<file path="src/rtl/axil_pkg.sv">
// rtl/axil_pkg.sv - AXI4-Lite response codes, read FSM states and data width
package axil_pkg;

    localparam int AXIL_DATA_W = 32;

    localparam logic [1:0] RESP_OKAY   = 2'b00;
    localparam logic [1:0] RESP_EXOKAY = 2'b01;
    localparam logic [1:0] RESP_SLVERR = 2'b10;
    localparam logic [1:0] RESP_DECERR = 2'b11;

    typedef enum logic [1:0] {
        IDLE,
        READ,
        WAIT,
        RESP
    } rd_state_t;

endpackage

</file>
<file path="src/rtl/axil_read_ctrl_slave_if.sv">
// rtl/axil_read_ctrl_slave_if.sv - AXI4-Lite AR/R channel bundle with master/slave views
interface axil_read_ctrl_slave_if #(
    parameter int ADDR_W = 12
);
    import axil_pkg::*;

    logic                   ARVALID;
    logic                   ARREADY;
    logic [ADDR_W-1:0]      ARADDR;
    logic [2:0]             ARPROT;
    logic                   RVALID;
    logic                   RREADY;
    logic [AXIL_DATA_W-1:0] RDATA;
    logic [1:0]             RRESP;

    modport master (
        output ARVALID, ARADDR, ARPROT, RREADY,
        input  ARREADY, RVALID, RDATA, RRESP
    );

    modport slave (
        input  ARVALID, ARADDR, ARPROT, RREADY,
        output ARREADY, RVALID, RDATA, RRESP
    );

endinterface

</file>
<file path="src/rtl/axil_rd_addr_decode.sv">
// rtl/axil_rd_addr_decode.sv - byte address to register word index with decode/alignment flags
module axil_rd_addr_decode #(
    parameter int ADDR_W   = 12,
    parameter int NUM_REGS = 16
) (
    input  logic [ADDR_W-1:0] addr,
    output logic [ADDR_W-3:0] word_idx,
    output logic              decode_err,
    output logic              align_err
);

    // Word index drops the byte lane bits; out-of-range words are undecoded.
    assign word_idx   = addr[ADDR_W-1:2];
    assign decode_err = 32'(word_idx) >= 32'(NUM_REGS);
    assign align_err  = addr[1:0] != 2'b00;

endmodule

</file>
<file path="src/rtl/axil_read_ctrl_slave.sv">
// rtl/axil_read_ctrl_slave.sv - AXI4-Lite slave read controller in front of a register bank
module axil_read_ctrl_slave
    import axil_pkg::*;
#(
    parameter int ADDR_W     = 12,
    parameter int NUM_REGS   = 16,
    parameter int RD_LATENCY = 1     // legal range 1..7, fits the 3-bit counter
) (
    input  logic                   ACLK,
    input  logic                   ARESETn,
    axil_read_ctrl_slave_if.slave  bus,
    output logic                   rd_en,
    output logic [ADDR_W-3:0]      rd_addr,
    input  logic [AXIL_DATA_W-1:0] rd_data
);

    localparam logic [2:0] LAT = 3'(RD_LATENCY);

    rd_state_t              state, state_n;
    logic [2:0]             cnt, cnt_n;
    logic                   arready_q;
    logic                   rvalid_q;
    logic [AXIL_DATA_W-1:0] rdata_q, rdata_n;
    logic [1:0]             rresp_q, rresp_n;
    logic [ADDR_W-3:0]      rd_addr_q, rd_addr_n;

    logic [ADDR_W-3:0]      dec_idx;
    logic                   dec_err;
    logic                   aln_err;
    logic                   ar_hs;

    // Protection attributes carry no meaning for this register bank.
    logic unused_arprot;
    assign unused_arprot = ^bus.ARPROT;

    axil_rd_addr_decode #(
        .ADDR_W   (ADDR_W),
        .NUM_REGS (NUM_REGS)
    ) u_decode (
        .addr       (bus.ARADDR),
        .word_idx   (dec_idx),
        .decode_err (dec_err),
        .align_err  (aln_err)
    );

    // ARREADY is only ever high in IDLE, so this is the accept condition.
    assign ar_hs = bus.ARVALID && arready_q;

    // Next-state, latency countdown and response capture.
    always_comb begin
        state_n   = state;
        cnt_n     = cnt;
        rdata_n   = rdata_q;
        rresp_n   = rresp_q;
        rd_addr_n = rd_addr_q;
        unique case (state)
            IDLE: begin
                if (ar_hs) begin
                    rd_addr_n = dec_idx;
                    if (dec_err) begin
                        rresp_n = RESP_DECERR;
                        rdata_n = '0;
                        state_n = RESP;
                    end else if (aln_err) begin
                        rresp_n = RESP_SLVERR;
                        rdata_n = '0;
                        state_n = RESP;
                    end else begin
                        state_n = READ;
                    end
                end
            end
            READ: begin
                cnt_n   = LAT;
                state_n = WAIT;
            end
            WAIT: begin
                cnt_n = cnt - 3'd1;
                if (cnt == 3'd1) begin
                    rdata_n = rd_data;
                    rresp_n = RESP_OKAY;
                    state_n = RESP;
                end
            end
            RESP: begin
                if (bus.RREADY) begin
                    state_n = IDLE;
                end
            end
            default: state_n = IDLE;
        endcase
    end

    // State and registered channel outputs; handshake flags follow the next state.
    always_ff @(posedge ACLK) begin
        if (!ARESETn) begin
            state     <= IDLE;
            cnt       <= '0;
            arready_q <= 1'b0;
            rvalid_q  <= 1'b0;
            rdata_q   <= '0;
            rresp_q   <= RESP_OKAY;
            rd_addr_q <= '0;
        end else begin
            state     <= state_n;
            cnt       <= cnt_n;
            arready_q <= (state_n == IDLE);
            rvalid_q  <= (state_n == RESP);
            rdata_q   <= rdata_n;
            rresp_q   <= rresp_n;
            rd_addr_q <= rd_addr_n;
        end
    end

    assign rd_en       = (state == READ);
    assign rd_addr     = rd_addr_q;
    assign bus.ARREADY = arready_q;
    assign bus.RVALID  = rvalid_q;
    assign bus.RDATA   = rdata_q;
    assign bus.RRESP   = rresp_q;

endmodule

</file>
<file path="src/flat_wrapper.sv">
// flat-port wrapper written by rule: the top's interface ports become plain ports
module axil_read_ctrl_slave_flat import axil_pkg::*;
#(
    parameter int ADDR_W     = 12,
    parameter int NUM_REGS   = 16,
    parameter int RD_LATENCY = 1                                                
)
  (ACLK, ARESETn, rd_en, rd_addr, rd_data, bus_ARVALID, bus_ARADDR, bus_ARPROT, bus_RREADY, bus_ARREADY, bus_RVALID, bus_RDATA, bus_RRESP);
  axil_read_ctrl_slave_if #(.ADDR_W(ADDR_W)) bus_i ();
  input  logic ACLK;
  input  logic ARESETn;
  output logic rd_en;
  output logic [ADDR_W-3:0] rd_addr;
  input  logic [AXIL_DATA_W-1:0] rd_data;
  input wire logic [$bits(bus_i.ARVALID)-1:0] bus_ARVALID;
  input wire logic [$bits(bus_i.ARADDR)-1:0] bus_ARADDR;
  input wire logic [$bits(bus_i.ARPROT)-1:0] bus_ARPROT;
  input wire logic [$bits(bus_i.RREADY)-1:0] bus_RREADY;
  output wire logic [$bits(bus_i.ARREADY)-1:0] bus_ARREADY;
  output wire logic [$bits(bus_i.RVALID)-1:0] bus_RVALID;
  output wire logic [$bits(bus_i.RDATA)-1:0] bus_RDATA;
  output wire logic [$bits(bus_i.RRESP)-1:0] bus_RRESP;
  assign bus_i.ARVALID = bus_ARVALID;
  assign bus_i.ARADDR = bus_ARADDR;
  assign bus_i.ARPROT = bus_ARPROT;
  assign bus_i.RREADY = bus_RREADY;
  assign bus_ARREADY = bus_i.ARREADY;
  assign bus_RVALID = bus_i.RVALID;
  assign bus_RDATA = bus_i.RDATA;
  assign bus_RRESP = bus_i.RRESP;
  axil_read_ctrl_slave #(.ADDR_W(ADDR_W), .NUM_REGS(NUM_REGS), .RD_LATENCY(RD_LATENCY)) u_core (.ACLK(ACLK), .ARESETn(ARESETn), .bus(bus_i), .rd_en(rd_en), .rd_addr(rd_addr), .rd_data(rd_data));
endmodule
</file>
<file path="config.mk">
export PLATFORM = sky130hd
export DESIGN_NAME = axil_read_ctrl_slave_flat
export DESIGN_NICKNAME = d
export VERILOG_FILES = /design/src/rtl/axil_pkg.sv /design/src/rtl/axil_read_ctrl_slave_if.sv /design/src/rtl/axil_rd_addr_decode.sv /design/src/rtl/axil_read_ctrl_slave.sv /design/src/flat_wrapper.sv
export SDC_FILE = /design/constraint.sdc
export NUM_CORES = 1
export LEC_CHECK = 0
export BUFFER_PORTS_ARGS = -buffer_cell sky130_fd_sc_hd__buf_4
export CORE_MARGIN = 3
export CORE_UTILIZATION = 35
export DETAILED_ROUTE_END_ITERATION = 8
export SLEW_MARGIN = 15
export SYNTH_ARGS = -nofsm -noshare
export SYNTH_HDL_FRONTEND = slang
export SYNTH_SLANG_ARGS = --single-unit
</file>
<file path="constraint.sdc">
create_clock -name ACLK -period 3.8 [get_ports ACLK]
set_input_delay 0 -clock ACLK [delete_from_list [all_inputs] [get_ports ACLK]]
set_output_delay 0 -clock ACLK [all_outputs]
set_load 0.05 [all_outputs]
</file>
After elaboration in Yosys (flattened, before gate mapping)
Index checks and enable logic that the tools add are counted.
{ "op_classes": {"n_addsub": 1, "multipliers": 0, "div": 0, "order_cmp": 1, "eq_ne": 8, "shifts": 0, "n_mux": 17, "bitwise_logic": 0, "n_reduce_logical": 8} }
{ "op_table": {"columns": ["op", "n"], "rows": [
  ["$mux W32", 4],
  ["$pmux W32 S2", 1],
  ["$mux W2", 9],
  ["$ge A10 B5 Y1 const B", 1],
  ["$pmux W2 S4", 1],
  ["$eq A2 B2 Y1 const B", 3],
  ["$pmux W3 S2", 1],
  ["$reduce_bool A2 Y1", 3],
  ["$logic_not A2 Y1", 2],
  ["$ne A2 B1 Y1 const B", 2],
  ["$pmux W2 S2", 1],
  ["$reduce_and A4 Y1", 1],
  ["$eq A3 B1 Y1 const B", 1],
  ["$ne A3 B1 Y1 const B", 1],
  ["$sub A3 B1 Y3 const B", 1],
  ["$eq A2 B1 Y1 const B", 1],
  ["$reduce_and A2 Y1", 1],
  ["$logic_and A1 B1 Y1", 1]
]} }
{ "word_totals": {"ff_bits": 51, "latch_bits": 0, "ramBits": 0, "rom_bits": 0, "inputBits": 51, "output_inout_bits": 47, "word_cells": 42, "memories": 0} }

Logic depth before layout (Yosys ltp)
{ "logic_depth": {"depth_word": 6, "ltp_mapped": 9, "mapped_depth_nobuf": 6} }

Cells and area by module
Synthesis repeated with hierarchy kept, for this count alone.
{ "unflattened": {"cells_unflattened": 258, "hier_area_um2": 2187.1} }
{ "modules_own_cells": {"columns": ["mod", "instances", "cells_per_inst", "area_per_inst_um2", "seq_area_each_um2"], "rows": [
  ["axil_read_ctrl_slave", 1, 244, 2092.0, 1021.0],
  ["axil_rd_addr_decode", 1, 14, 95.1, 0.0]
]} }

Worst setup path before layout
OpenSTA, ideal clock, no wires.
{ "synth_timing": {"kind": "register -> register", "start": "register u_core.state[0]", "end": "register u_core.arready_q, in the netlist u_core.bus.ARREADY", "setup_ns": 0.080, "arrival_ns": 1.625, "required_ns": 3.720, "path_slack_ns": 2.095, "path_stages_with_launch": 8, "path_buffers": 1, "synth_period_minus_slack_ns": 1.705, "cell_sequence": "dfxtp_1 > inv_1 > ha_1 > clkbuf_1 > or2_2 > a211oi_1 > a221o_1 > nor3b_1"} }
{ "synth_via": {"elab_chain_len": 3, "word_cells_on_any_way": 9, "cone_classes": "eq/ne: 3; mux: 4; reduce/logical: 2"} }
{ "synth_lines": {"columns": ["item", "line", "text"], "rows": [
  ["start, declared", "axil_read_ctrl_slave.sv:19", "rd_state_t state, state_n;"],
  ["start signal, assigned", "axil_read_ctrl_slave.sv:105", "state <= state_n;"],
  ["$eq A2 B2 Y1, or another cell as far along", "axil_read_ctrl_slave.sv:56", "unique case (state)"],
  ["$pmux W2 S4 *", "axil_read_ctrl_slave.sv:56", null],
  ["$logic_not A2 Y1 *", "axil_read_ctrl_slave.sv:107", "arready_q <= (state_n == IDLE);"],
  ["end signal, assigned", "axil_read_ctrl_slave.sv:107", null],
  ["end, declared", "axil_read_ctrl_slave.sv:21", "logic arready_q;"]
]} }
Every way passes the cells marked *; elsewhere a longest branch is shown, timed or not.
A chain may end at the register's enable or synchronous reset.

Final worst setup path
{ "layout_timing": {"start": "register u_core.state[0]", "end": "register u_core.rdata_q[12], in the netlist u_core.bus.RDATA[12]"} }
{ "layout_via": {"elab_chain_len": 3, "word_cells_on_any_way": 8, "cone_classes": "eq/ne: 4; mux: 1; reduce/logical: 3"} }
{ "layout_lines": {"columns": ["item", "line", "text"], "rows": [
  ["$eq A2 B2 Y1 / $logic_not A2 Y1 (equally long branches)", "axil_read_ctrl_slave.sv:56", null],
  ["$ne A2 B1 Y1 (no line), or another cell as far along", null, null],
  ["$reduce_and A4 Y1 (no line)", null, null],
  ["end signal, assigned", "axil_read_ctrl_slave.sv:109", "rdata_q <= rdata_n;"],
  ["end, declared", "axil_read_ctrl_slave.sv:23", "logic [AXIL_DATA_W-1:0] rdata_q, rdata_n;"]
]} }
Parallel ways exist; a longest one is shown, timed or not.

==> results_dict.tcl <==
set metrics [dict create \
    critical_path_peak_fanout 34 \
    cts_tree "done" \
    fin_setup_tns_ns 0 \
    io_buffer_count 94 \
    hp-class "in -> reg" \
    synth_fa_ha_area_frac 0.0394 \
    combinational_family_with_the_most_area_after_synthesis "simple AND/OR/NAND/NOR gates" \
    boundaryPins 98 \
    areaGrowthSynthToFinish_pct 53.6 \
    critical-path-top-cell-by-count "sky130_fd_sc_hd__inv_1" \
    cts.repair_timing.setup_buffer_count 0 \
    intPower_mw 1.17 \
    slew_headroom 0.292 \
    cp.buffers_inverters 2 \
    remaining_drc_errors 0 \
    numPlacedInstances 398 \
    clk_pin_slew_worst_paths_ns 0.09 \
    post_synth_num_cell_types 28 \
    drt_first_iter_violations 82 \
    cts-root-buf "sky130_fd_sc_hd__clkbuf_8" \
    synthSimpleGateAreaFrac 0.223 \
    cts_made_buffers 5 \
    worst_ep_required_time_ns 4.02 \
    crit_type "reg -> reg" \
    layout-drive-gt1-share 0.282 \
    powerDensity_nw_per_um2 595 \
    setup_viol 0 \
    sw_frac_of_total 0.425 \
    number_of_nets_with_antenna_violations_after_routing 0 \
    place_congestion 0.729 \
    synth_mux_area_frac 0.153 \
    ir_drop_v 0.000453 \
    synth_warnings 0 \
    nNetsFinal 430 \
    synthesis.instances 246 \
    die_footprint_um2 7340 \
    critical_path.endpoint_type "flip-flop" \
    cts-htree-levels 2 \
    path_delay_family "compound AO/OA/AOI/OAI gates" \
    grt_first_pass_wirelength_um 10100 \
    final_critical_path_required_period_ns 2.63 \
    switchingPower_uw 865 \
    path_depth 6 \
    crit_path_cell_trace "inv_1 > ha_1 > inv_1 > a2bb2oi_1 > a21o_2 > mux2i_1" \
    clkLatencyLatePin_ns 0.30 \
    worst_path_largest_cell_delay_ns 0.82 \
    grt_usage 0.170 \
    timing.critical_path.slowest_stage_cell "sky130_fd_sc_hd__a21o_2" \
    die_height_um 85.7 \
    layout.filler_cells 553 \
    floorplan.core_area_um2 6030 \
    cts_repair_resize_count 0 \
    syn_area_per_cell_um2 9.04 \
    ys_ff_latch 51 \
    grt_start_max_net_pins 72 \
    p_seq_frac 0.328 \
    syn-num-nets 304 \
    cts_num_sinks 51 \
    vias_per_cell 4.72 \
    clock_skew_ns 0.00773 \
    tightestPinTransition_ns 1.06 \
    hold_depth 4 \
    avgRoutedWirePerCell_um 13.8 \
    die_width_um 85.7 \
    multi_input_area_um2 1060 \
    run_status "complete, no violations" \
    cell_row_count 28 \
    number_of_buffers_inserted_for_hold_repair_after_clock_tree_synthesis 42 \
    maxSlewViolCount 0 \
    achievable-frequency_mhz 381 \
    grt_pass1_vias 2092 \
    reg2regPathDepth 6 \
    vias 2110 \
    share_of_the_yosys_chip_area_belonging_to_registers 0.459 \
    timing.max_cap.violations 0 \
    max-clock-path-buffers 2 \
    hold_viol_final 0 \
    initial_core_util 0.369 \
    pwr-share-comb 0.515 \
    clkPwrFrac 0.158 \
    final_cell_count_no_fill 447 \
    drt_pass1_iterations 4 \
    rsz0062_at_grt "no" \
    drt-total-wl_um 6170 \
    antenna_found_initial 0 \
    crit_path_start_kind "flip-flop" \
    worst-endpoint-arrival_ns 2.85 \
    grt_remaining_overflow 0 \
    leakagePower_nw 1.59 \
    register_area_um2 1020 \
    antenna-diode-count 0 \
    final.period_utilization 0.692 \
    post_synth_xor_area_fraction 0 \
    synth-compound-area-share 0.0591 \
    place_hpwl_um 3800 \
    syn_area_um2 2220 \
]
## synth_stat cells
| cell | n | area (um^2) |
|---|---|---|
| sky130_fd_sc_hd__a21o_1 | 1 | 7.51 |
| sky130_fd_sc_hd__nor3b_1 | 2 | 15.0 |
| sky130_fd_sc_hd__nor2_1 | 4 | 15.0 |
| sky130_fd_sc_hd__a21oi_1 | 11 | 55.1 |
| sky130_fd_sc_hd__buf_6 | 1 | 11.3 |
| sky130_fd_sc_hd__o22ai_1 | 1 | 6.26 |
| sky130_fd_sc_hd__dfxtp_1 | 51 | 1020 |
| sky130_fd_sc_hd__o311ai_0 | 1 | 8.76 |
| sky130_fd_sc_hd__and3_1 | 2 | 12.5 |
| sky130_fd_sc_hd__clkbuf_1 | 14 | 52.6 |
| sky130_fd_sc_hd__a2bb2oi_1 | 1 | 8.76 |
| sky130_fd_sc_hd__o32a_1 | 1 | 10.0 |
| sky130_fd_sc_hd__and2_1 | 2 | 12.5 |
| sky130_fd_sc_hd__a211oi_1 | 1 | 7.51 |
| sky130_fd_sc_hd__o21ai_0 | 2 | 10.0 |
| sky130_fd_sc_hd__nand2_1 | 58 | 218 |
| sky130_fd_sc_hd__nand3_1 | 34 | 170 |
| sky130_fd_sc_hd__a221o_1 | 1 | 10.0 |
| sky130_fd_sc_hd__or4_1 | 1 | 7.51 |
| sky130_fd_sc_hd__inv_1 | 6 | 22.5 |
| sky130_fd_sc_hd__or2_2 | 1 | 6.26 |
| sky130_fd_sc_hd__o21bai_1 | 1 | 7.51 |
| sky130_fd_sc_hd__buf_12 | 3 | 60.1 |
| sky130_fd_sc_hd__ha_1 | 7 | 87.6 |
| sky130_fd_sc_hd__mux2i_1 | 34 | 340 |
| sky130_fd_sc_hd__nor2b_1 | 3 | 18.8 |
| sky130_fd_sc_hd__nor4bb_1 | 1 | 10.0 |
| sky130_fd_sc_hd__or4_4 | 1 | 11.3 |
## stage by stage
stage	cell area, um^2	total power, mW	setup WS, ns	utilization	hold slack (ns)
after global routing	3420	2.16	0.912	0.567	0.217
after global placement	2910	1.70	1.16	0.483	0.250
final	3420	2.03	1.17	0.567	0.165
after floorplan	2220	1.55	2.09	-	0.136
after CTS	3420	2.05	1.15	0.567	0.154
after detailed placement	2910	1.70	1.15	0.483	0.259
## routing by layer
layer | up-vias | global-route usage | routed length, um
li1 | 1081 | - | -
met4 | 0 | 0.0777 | 174
met5 | - | 0 | 0
met2 | 47 | 0.283 | 3050
met1 | 969 | 0.219 | 2710
met3 | 13 | 0.0221 | 233
## final timing paths
path	start	to	slack, ns
max	u_core.state[0]	u_core.bus.RDATA[12]	1.17
min	bus_ARVALID	u_core.state[1]	0.17
max reg2reg	u_core.state[0]	u_core.bus.RDATA[12]	1.17
min reg2reg	u_core.rd_addr[9]	u_core.rd_addr[9]	0.46
## power by group through the flow
stage	Combinational [mW]	Sequential, mW	Clock, mW
global route	1.13	0.678	0.351
finish	1.05	0.666	0.321
global placement	1.02	0.677	0
floorplan	0.658	0.889	0
detailed placement	1.02	0.679	0
CTS	1.05	0.666	0.332
## state kept, by name, summed over array words and instances (netlist names)
signal              cells
u_core.bus.ARREADY      1
u_core.state            2
u_core.cnt              3
u_core.rd_addr         10
u_core.bus.RRESP        2
u_core.bus.RDATA       32
u_core.bus.RVALID       1
## worst register-to-register path, delay by kind of cell, from the launching register on
kind,cells,cell delay (ns)
flip-flops,1,0.35
adder cells (fa/ha/maj),1,0.56
AO/OA/AOI/OAI,2,1.01
multiplexers,1,0.31
buffers and inverters,2,0.32
## logic make-up (layout without fill, tap and decap cells)
kind of cell | count (synthesis) | in the layout
adders and majority gates | 7 | 7
muxes | 34 | 34
AOI/OAI and AO/OA | 21 | 21
and+or+nand+nor | 109 | 109
DFF | 51 | 51
buffers and inverters | 24 | 150
## placed cells by master, fill, tap and decap left out, drive strengths merged, types with 3 or more instances in the layout
| master | n |
|---|---|
| ha | 7 |
| nor2 | 4 |
| clkbuf | 6 |
| buf | 95 |
| mux2i | 34 |
| dlygate4sd3 | 42 |
| nor2b | 3 |
| nand3 | 34 |
| a21oi | 11 |
| inv | 6 |
| nand2 | 58 |
| dfxtp | 51 |
## area by class of cell
cell class / instances / area share
clock buffer: 6 / 0.0242
multi-input combinational: 171 / 0.310
clock inverter: 1 / 0.00147
sequential: 51 / 0.299
tap: 75 / 0.0275
inverter: 6 / 0.00659
timing repair buffer: 137 / 0.332
No activity file was read; power rests on OpenSTA's default activity.
